File: src/rtl/priority_pkg.sv
// Shared types and helpers for the priority grant sequencer.
// Holds the default request width, the FSM state type and a one-hot to index helper.
package priority_pkg;

    localparam int N_DEFAULT = 4;

    typedef enum logic {IDLE, GRANT} grant_state_t;

    // Returns the position of the highest set bit; callers pass a one-hot value.
    function automatic int onehot_to_idx(input logic [31:0] oh);
        int idx;
        idx = 0;
        for (int i = 0; i < 32; i++) begin
            if (oh[i]) idx = i;
        end
        return idx;
    endfunction

endpackage

File: src/rtl/priority_encoder_n.sv
// Combinational highest-index-first priority encoder over the pending request set.
// Also reports whether any bit is set and whether exactly one bit is set.
module priority_encoder_n
    import priority_pkg::*;
#(
    parameter int N  = N_DEFAULT,
    parameter int IW = $clog2(N)
) (
    input  logic [N-1:0]  pending,
    output logic [N-1:0]  gnt,
    output logic [IW-1:0] gnt_idx,
    output logic          any,
    output logic          single
);

    logic [N-1:0] w_hi;

    // Later iterations overwrite earlier ones, so the MSB wins.
    always_comb begin
        w_hi = '0;
        for (int i = 0; i < N; i++) begin
            if (pending[i]) begin
                w_hi    = '0;
                w_hi[i] = 1'b1;
            end
        end
    end

    assign gnt     = w_hi;
    assign gnt_idx = IW'(onehot_to_idx(32'(w_hi)));
    assign any     = |pending;
    assign single  = any && ((pending & (pending - N'(1))) == '0);

endmodule

File: src/rtl/priority_grant_sequencer.sv
// Latches one request vector per transaction and replays it as an ordered stream
// of one-hot grants, highest index first, over a valid/ready handshake.
module priority_grant_sequencer
    import priority_pkg::*;
#(
    parameter int N  = N_DEFAULT,
    parameter int IW = $clog2(N)
) (
    input  logic          clk,
    input  logic          reset,
    input  logic          req_valid,
    input  logic [N-1:0]  req,
    output logic          req_ready,
    output logic          gnt_valid,
    output logic [N-1:0]  gnt,
    output logic [IW-1:0] gnt_idx,
    output logic          gnt_last,
    input  logic          gnt_ready,
    output logic          zero_req
);

    grant_state_t r_state;
    grant_state_t w_state_nxt;
    logic [N-1:0] r_pending;
    logic [N-1:0] w_pending_nxt;
    logic         r_zero_req;
    logic         w_zero_req_nxt;

    logic [N-1:0]  w_gnt;
    logic [IW-1:0] w_gnt_idx;
    logic          w_any;
    logic          w_single;

    priority_encoder_n #(
        .N  (N),
        .IW (IW)
    ) u_enc (
        .pending (r_pending),
        .gnt     (w_gnt),
        .gnt_idx (w_gnt_idx),
        .any     (w_any),
        .single  (w_single)
    );

    always_ff @(posedge clk or posedge reset) begin
        if (reset) begin
            r_state    <= IDLE;
            r_pending  <= '0;
            r_zero_req <= 1'b0;
        end else begin
            r_state    <= w_state_nxt;
            r_pending  <= w_pending_nxt;
            r_zero_req <= w_zero_req_nxt;
        end
    end

    always_comb begin
        w_state_nxt    = r_state;
        w_pending_nxt  = r_pending;
        w_zero_req_nxt = r_zero_req;
        case (r_state)
            IDLE: begin
                if (req_valid) begin
                    if (req != '0) begin
                        w_pending_nxt = req;
                        w_state_nxt   = GRANT;
                    end else begin
                        w_zero_req_nxt = 1'b1;
                    end
                end
            end
            GRANT: begin
                if (gnt_ready && w_any) begin
                    if (w_single) begin
                        w_pending_nxt = '0;
                        w_state_nxt   = IDLE;
                    end else begin
                        w_pending_nxt = r_pending & ~w_gnt;
                    end
                end
            end
            default: begin
                w_state_nxt   = IDLE;
                w_pending_nxt = '0;
            end
        endcase
    end

    // Outputs depend on registered state only; handshake inputs never reach them.
    assign req_ready = (r_state == IDLE);
    assign gnt_valid = (r_state == GRANT) && w_any;
    assign gnt       = gnt_valid ? w_gnt : '0;
    assign gnt_idx   = gnt_valid ? w_gnt_idx : '0;
    assign gnt_last  = gnt_valid && w_single;
    assign zero_req  = r_zero_req;

endmodule

File: config.mk
export PLATFORM = sky130hd
export DESIGN_NAME = priority_grant_sequencer
export DESIGN_NICKNAME = d
export VERILOG_FILES = /design/src/rtl/priority_pkg.sv /design/src/rtl/priority_encoder_n.sv /design/src/rtl/priority_grant_sequencer.sv
export SDC_FILE = /design/constraint.sdc
export NUM_CORES = 1
export LEC_CHECK = 0
export ABC_AREA = 1
export CAP_MARGIN = 40
export CORE_AREA = 2 2 39 41
export CTS_CLUSTER_SIZE = 28
export DETAILED_ROUTE_END_ITERATION = 6
export DIE_AREA = 0 0 41 43
export DONT_BUFFER_PORTS = 1
export GPL_TIMING_DRIVEN = 0
export HOLD_SLACK_MARGIN = 0.12
export PLACE_DENSITY = 0.54
export SLEW_MARGIN = 20
export SYNTH_ARGS = -nofsm -noshare
export SYNTH_HDL_FRONTEND = slang
export SYNTH_HIERARCHICAL = 1
export SYNTH_SLANG_ARGS = --single-unit
File: constraint.sdc
create_clock -name clk -period 1.75 [get_ports clk]
set_clock_uncertainty 0.05 [all_clocks]
set_input_delay 0.2625 -clock clk [delete_from_list [all_inputs] [get_ports clk]]
set_output_delay 0.2625 -clock clk [all_outputs]
set_load 0.03 [all_outputs]
* Word level (Yosys, flattened, before mapping)
Cells that the tools add are included. Widths: inputs -> output; s select.
Word-level totals: bits in registers 6, bits in latches 0, RAM bits 0, ROM bits 0, bits of input ports 8, output and inout bits 10, logic and storage cells 40, memories kept 0
Cells by class: $add $sub $neg 1, multiply operators 0, div/mod/pow operators 0, magnitude comparators 0, equality and inequality tests 3, shifts and indexed selects 0, multiplexer cells 19, bitwise operators 5, reduce and logical (&&, ||, !) cells 9
Operator list (count):
- $mux 4 | 6
- $and 4x4->4 | 2
- $mux 2 | 4
- $pmux 4 s2 | 1
- $mux 1 | 6
- $reduce_and 3->1 | 2
- $logic_and 1x1->1 | 4
- $logic_not 4->1 | 1
- $ne 2x1->1 const B | 2
- $not 4->4 | 1
- $reduce_bool 4->1 | 1
- $reduce_or 4->1 | 1
- $sub 4x1->4 const B | 1
- $mux 3 | 1
- $ne 2x2->1 const B | 1
- $not 1->1 | 2
- $pmux 1 s2 | 1

* Longest topological paths before layout
depth after elaboration 9, depth in mapped cells 10, mapped depth without buffers 10

* Hierarchy
Netlist, hierarchy kept.
By module, submodules not included:
- priority_grant_sequencer | times used 1, cells an instance 61, area each 430.4 µm², seq. area each 150.1 µm²
- priority_encoder_n | times used 1, cells an instance 19, area each 81.3 µm², seq. area each 0.0 µm²

* Least setup slack after synthesis
OpenSTA, ideal clock, no wires.
kind register to output, start register r_pending[3], end output port gnt_last, data arrival time 1.309 ns, required time 1.437 ns, setup slack 0.128 ns, cell stages (with the launch flop) 7, path buffers 0, cells stage by stage dfrtp_1 nor2_2 nand2_1 nand2_1 nor2_1 inv_1 nor2_1
Between the ends: elaborated cells on any way between the ends 7, those cells by class 1 x add/sub; 1 x bitwise; 5 x reduce/logical
RTL lines:
- start: declaration | RTL line priority_grant_sequencer.sv:24 | logic [N-1:0] r_pending;
- start signal: assignment | RTL line priority_grant_sequencer.sv:52 | r_pending <= w_pending_nxt;
- $reduce_or 4->1 | RTL line priority_encoder_n.sv:31 | assign any = |pending;
- net w_any | RTL line priority_grant_sequencer.sv:31 | logic w_any;
- $logic_and 1x1->1 | RTL line priority_encoder_n.sv:32 | assign single = any && ((pending & (pending - N'(1))) == '0);
- net w_single | RTL line priority_grant_sequencer.sv:32 | logic w_single;
- $logic_and 1x1->1 | RTL line priority_grant_sequencer.sv:94 | assign gnt_last = gnt_valid && w_single;
- end: declaration | RTL line priority_grant_sequencer.sv:17 | output logic gnt_last,
The timed path passes the listed nets, and every way through them passes these cells.

* Worst setup path in the final report
start register r_pending[0], end output port gnt_valid
Between the ends: longest elaborated chain between the ends 2
Ends and longest elaborated chain:
- $reduce_or 4->1 | RTL line priority_encoder_n.sv:31
- net w_any | RTL line priority_grant_sequencer.sv:31
- $logic_and 1x1->1 | RTL line priority_grant_sequencer.sv:91 | assign gnt_valid = (r_state == GRANT) && w_any;
- end: declaration | RTL line priority_grant_sequencer.sv:14 | output logic gnt_valid,
The timed path passes the listed nets, and every way through them passes these cells.

==> results.json <==
{
  "die_y_microns": 43,
  "drive_gt1_frac": 0.306,
  "syn_area_per_cell_sq_um": 6.40,
  "hold_violations": 0,
  "ys_warn_count": 6,
  "slew_headroom": 0.767,
  "cp-endpoint": "gnt_valid",
  "fmax_ghz": 0.596,
  "critical_path_class": "reg2out",
  "track_usage": 0.129,
  "yosysSeqAreaShare": 0.293,
  "r2r_start": "r_pending[0]",
  "reg2reg_depth": 9,
  "die_x_microns": 41,
  "arrival_ns": 1.37,
  "maxCapViolations": 0,
  "cpMaxStageDelayCell": "dfrtp_1",
  "clock_sinks": 6,
  "overflow": 0,
  "drt_iter0_markers": 2,
  "cp.depth": 4,
  "n_antenna_cell": 0,
  "path_max_fanout": 8,
  "synth_nets": 88,
  "dp_hpwl_microns": 800,
  "rsz0062_at_grt": "yes",
  "worst_pin_slew_ns": 0.349,
  "cts-root-buf": "clkbuf_4",
  "grt_max_degree": 10,
  "drc_errors": 0,
  "synth_area_sq_um": 512,
  "min_path_type": "in2reg",
  "syn_inst": 80,
  "dieArea_sq_um": 1760,
  "maxSlewViolCount": 0,
  "insertion_delay_ns": 0.23,
  "core_area_sq_um": 1380,
  "grt_pass1_vias": 358,
  "critPathMaxStageDelay_ns": 0.42,
  "grt_antenna_before_repair": 0,
  "start_util": 0.370,
  "irDropWorstVdd_uv": 709,
  "drtAntennaViolNets": 0,
  "routed_wl_microns": 939,
  "period_needed_ns": 1.68,
  "cts_made_buffers": 3,
  "fin_nets": 95,
  "ios": 18,
  "grt_pass1_wl_microns": 1480,
  "clk_pin_slew_ns": 0.04,
  "startpoint_type": "flip-flop",
  "setup_viol": 0,
  "path_cells": "nor2_1, nand2_2, nand2_2, inv_1",
  "ys_ff_latch": 6,
  "ff2ff_setup_slack_ns": 0.39,
  "status": "completed",
  "wl_per_cell_microns": 9.30,
  "num_rows": 14,
  "cp_common_cell": "nand2_2",
  "timing.rr.end": "r_pending[2]",
  "portBuffers": 0,
  "dp_cells": 96,
  "path_buf_inv": 1,
  "area_delta_synth_final_pct": 19.1,
  "end_kind": "output pin",
  "viasPerCell": 4.46,
  "via_count": 450,
  "gp_congestion": 0.729,
  "pwr_density_cell_nw_per_um2": 2140,
  "fin_crit_sh": 0.959,
  "tns_ns": 0,
  "worstPathRequired_ns": 1.44,
  "cts_htree_levels": 1,
  "synth.distinct_cells": 15,
  "crit_family": "simple AND/OR/NAND/NOR gates",
  "p_leak_uw": 0.000320,
  "layout.cells.non_filler": 101,
  "first_pass_iters": 2,
  "crit_start": "r_pending[0]",
  "cts_tree": "yes",
  "cts_buffer_depth": 2
}
area by class of cell:
class,count,area (sq um)
Fill cell,170,774
Multi-Input combinational cell,57,322
Sequential cell,6,153
Inverter,15,56.3
Clock buffer,3,22.5
Tap cell,16,20.0
Buffer,2,18.8
Timing Repair Buffer,2,17.5
per-stage QoR:
| step | instance area (sq um) | total power, uW | hold slack, ns | setup WS (ns) | util |
|---|---|---|---|---|---|
| floorplan | 512 | 973 | 0.00346 | 0.128 | - |
| global placement | 532 | 1070 | 0.0219 | -0.0296 | 0.384 |
| detailed placement | 532 | 1080 | 0.0217 | -0.0561 | 0.384 |
| CTS | 594 | 1290 | 0.173 | 0.0157 | 0.429 |
| global route | 609 | 1430 | 0.218 | -0.0501 | 0.440 |
| finish | 609 | 1310 | 0.181 | 0.0724 | 0.440 |
worst min-delay path by stage:
stage               startpoint  depth (start not counted)  slack, ns           end
floorplan                reset                          1      0.003  r_pending[0]
global placement         reset                          1       0.02       r_state
detailed placement       reset                          1       0.02       r_state
CTS                  gnt_ready                          3       0.17       r_state
global route         gnt_ready                          3       0.22       r_state
finish               gnt_ready                          3       0.18       r_state
where the power goes:
| group | leakage, uW | switching [uW] | internal (uW) |
|---|---|---|---|
| Sequential | 0.0000721 | 100 | 202 |
| Clock | 0.0000138 | 38.7 | 76.8 |
| Combinational | 0.000234 | 631 | 258 |
| Total | 0.000320 | 770 | 537 |
routing by layer:
metal / GRT usage / share of wire
met3: 0.0314 / 0.039
met4: 0.0800 / 0
met2: 0.172 / 0.48
met5: 0 / 0
met1: 0.181 / 0.48
cell usage after synthesis (all sizes together):
cell,n,area share
buf,2,0.037
nand3,6,0.083
dfrtp,6,0.29
a31o,1,0.017
nand4,4,0.049
nand2,28,0.23
inv,15,0.11
o21bai,1,0.015
nor2,17,0.16
placed cells by master (no fill, tap or decap), types with 2 or more instances in the layout:
| cell type | count |
|---|---|
| dfrtp_1 | 4 |
| dfrtp_2 | 2 |
| clkbuf_4 | 3 |
| buf_4 | 2 |
| nand3_1 | 5 |
| nor2_2 | 7 |
| inv_2 | 2 |
| nand2_4 | 2 |
| nor2_1 | 7 |
| nor2_4 | 2 |
| nand2_2 | 2 |
| nand4_1 | 4 |
| nand2_1 | 24 |
| inv_1 | 13 |
tightest hold or removal path: stages:
cell and delay [ns]:
nand3_1 0.06, nand2_1 0.05, nand2_1 0.06
repair_timing:
action | CTS | global route
hold endpoints to repair | 6 | 0
buffers inserted | 0 | 1
resized for setup | 12 | 3
hold buffers | 1 | 0
endpoints found under the setup margin | 8 | 8
pin swaps | 1 | 1
kinds of logic after synthesis:
group | count (synthesis) | share of synthesized area
buffers and inverters | 17 | 0.147
AO/OA/AOI/OAI | 2 | 0.0318
AND/OR/NAND/NOR | 55 | 0.528
flip-flops | 6 | 0.293
state kept, by name, summed over array words and instances, names as in the netlist:
| register | flops |
|---|---|
| zero_req | 1 |
| r_pending | 4 |
| r_state | 1 |
Power figures use the tool's default switching activity.
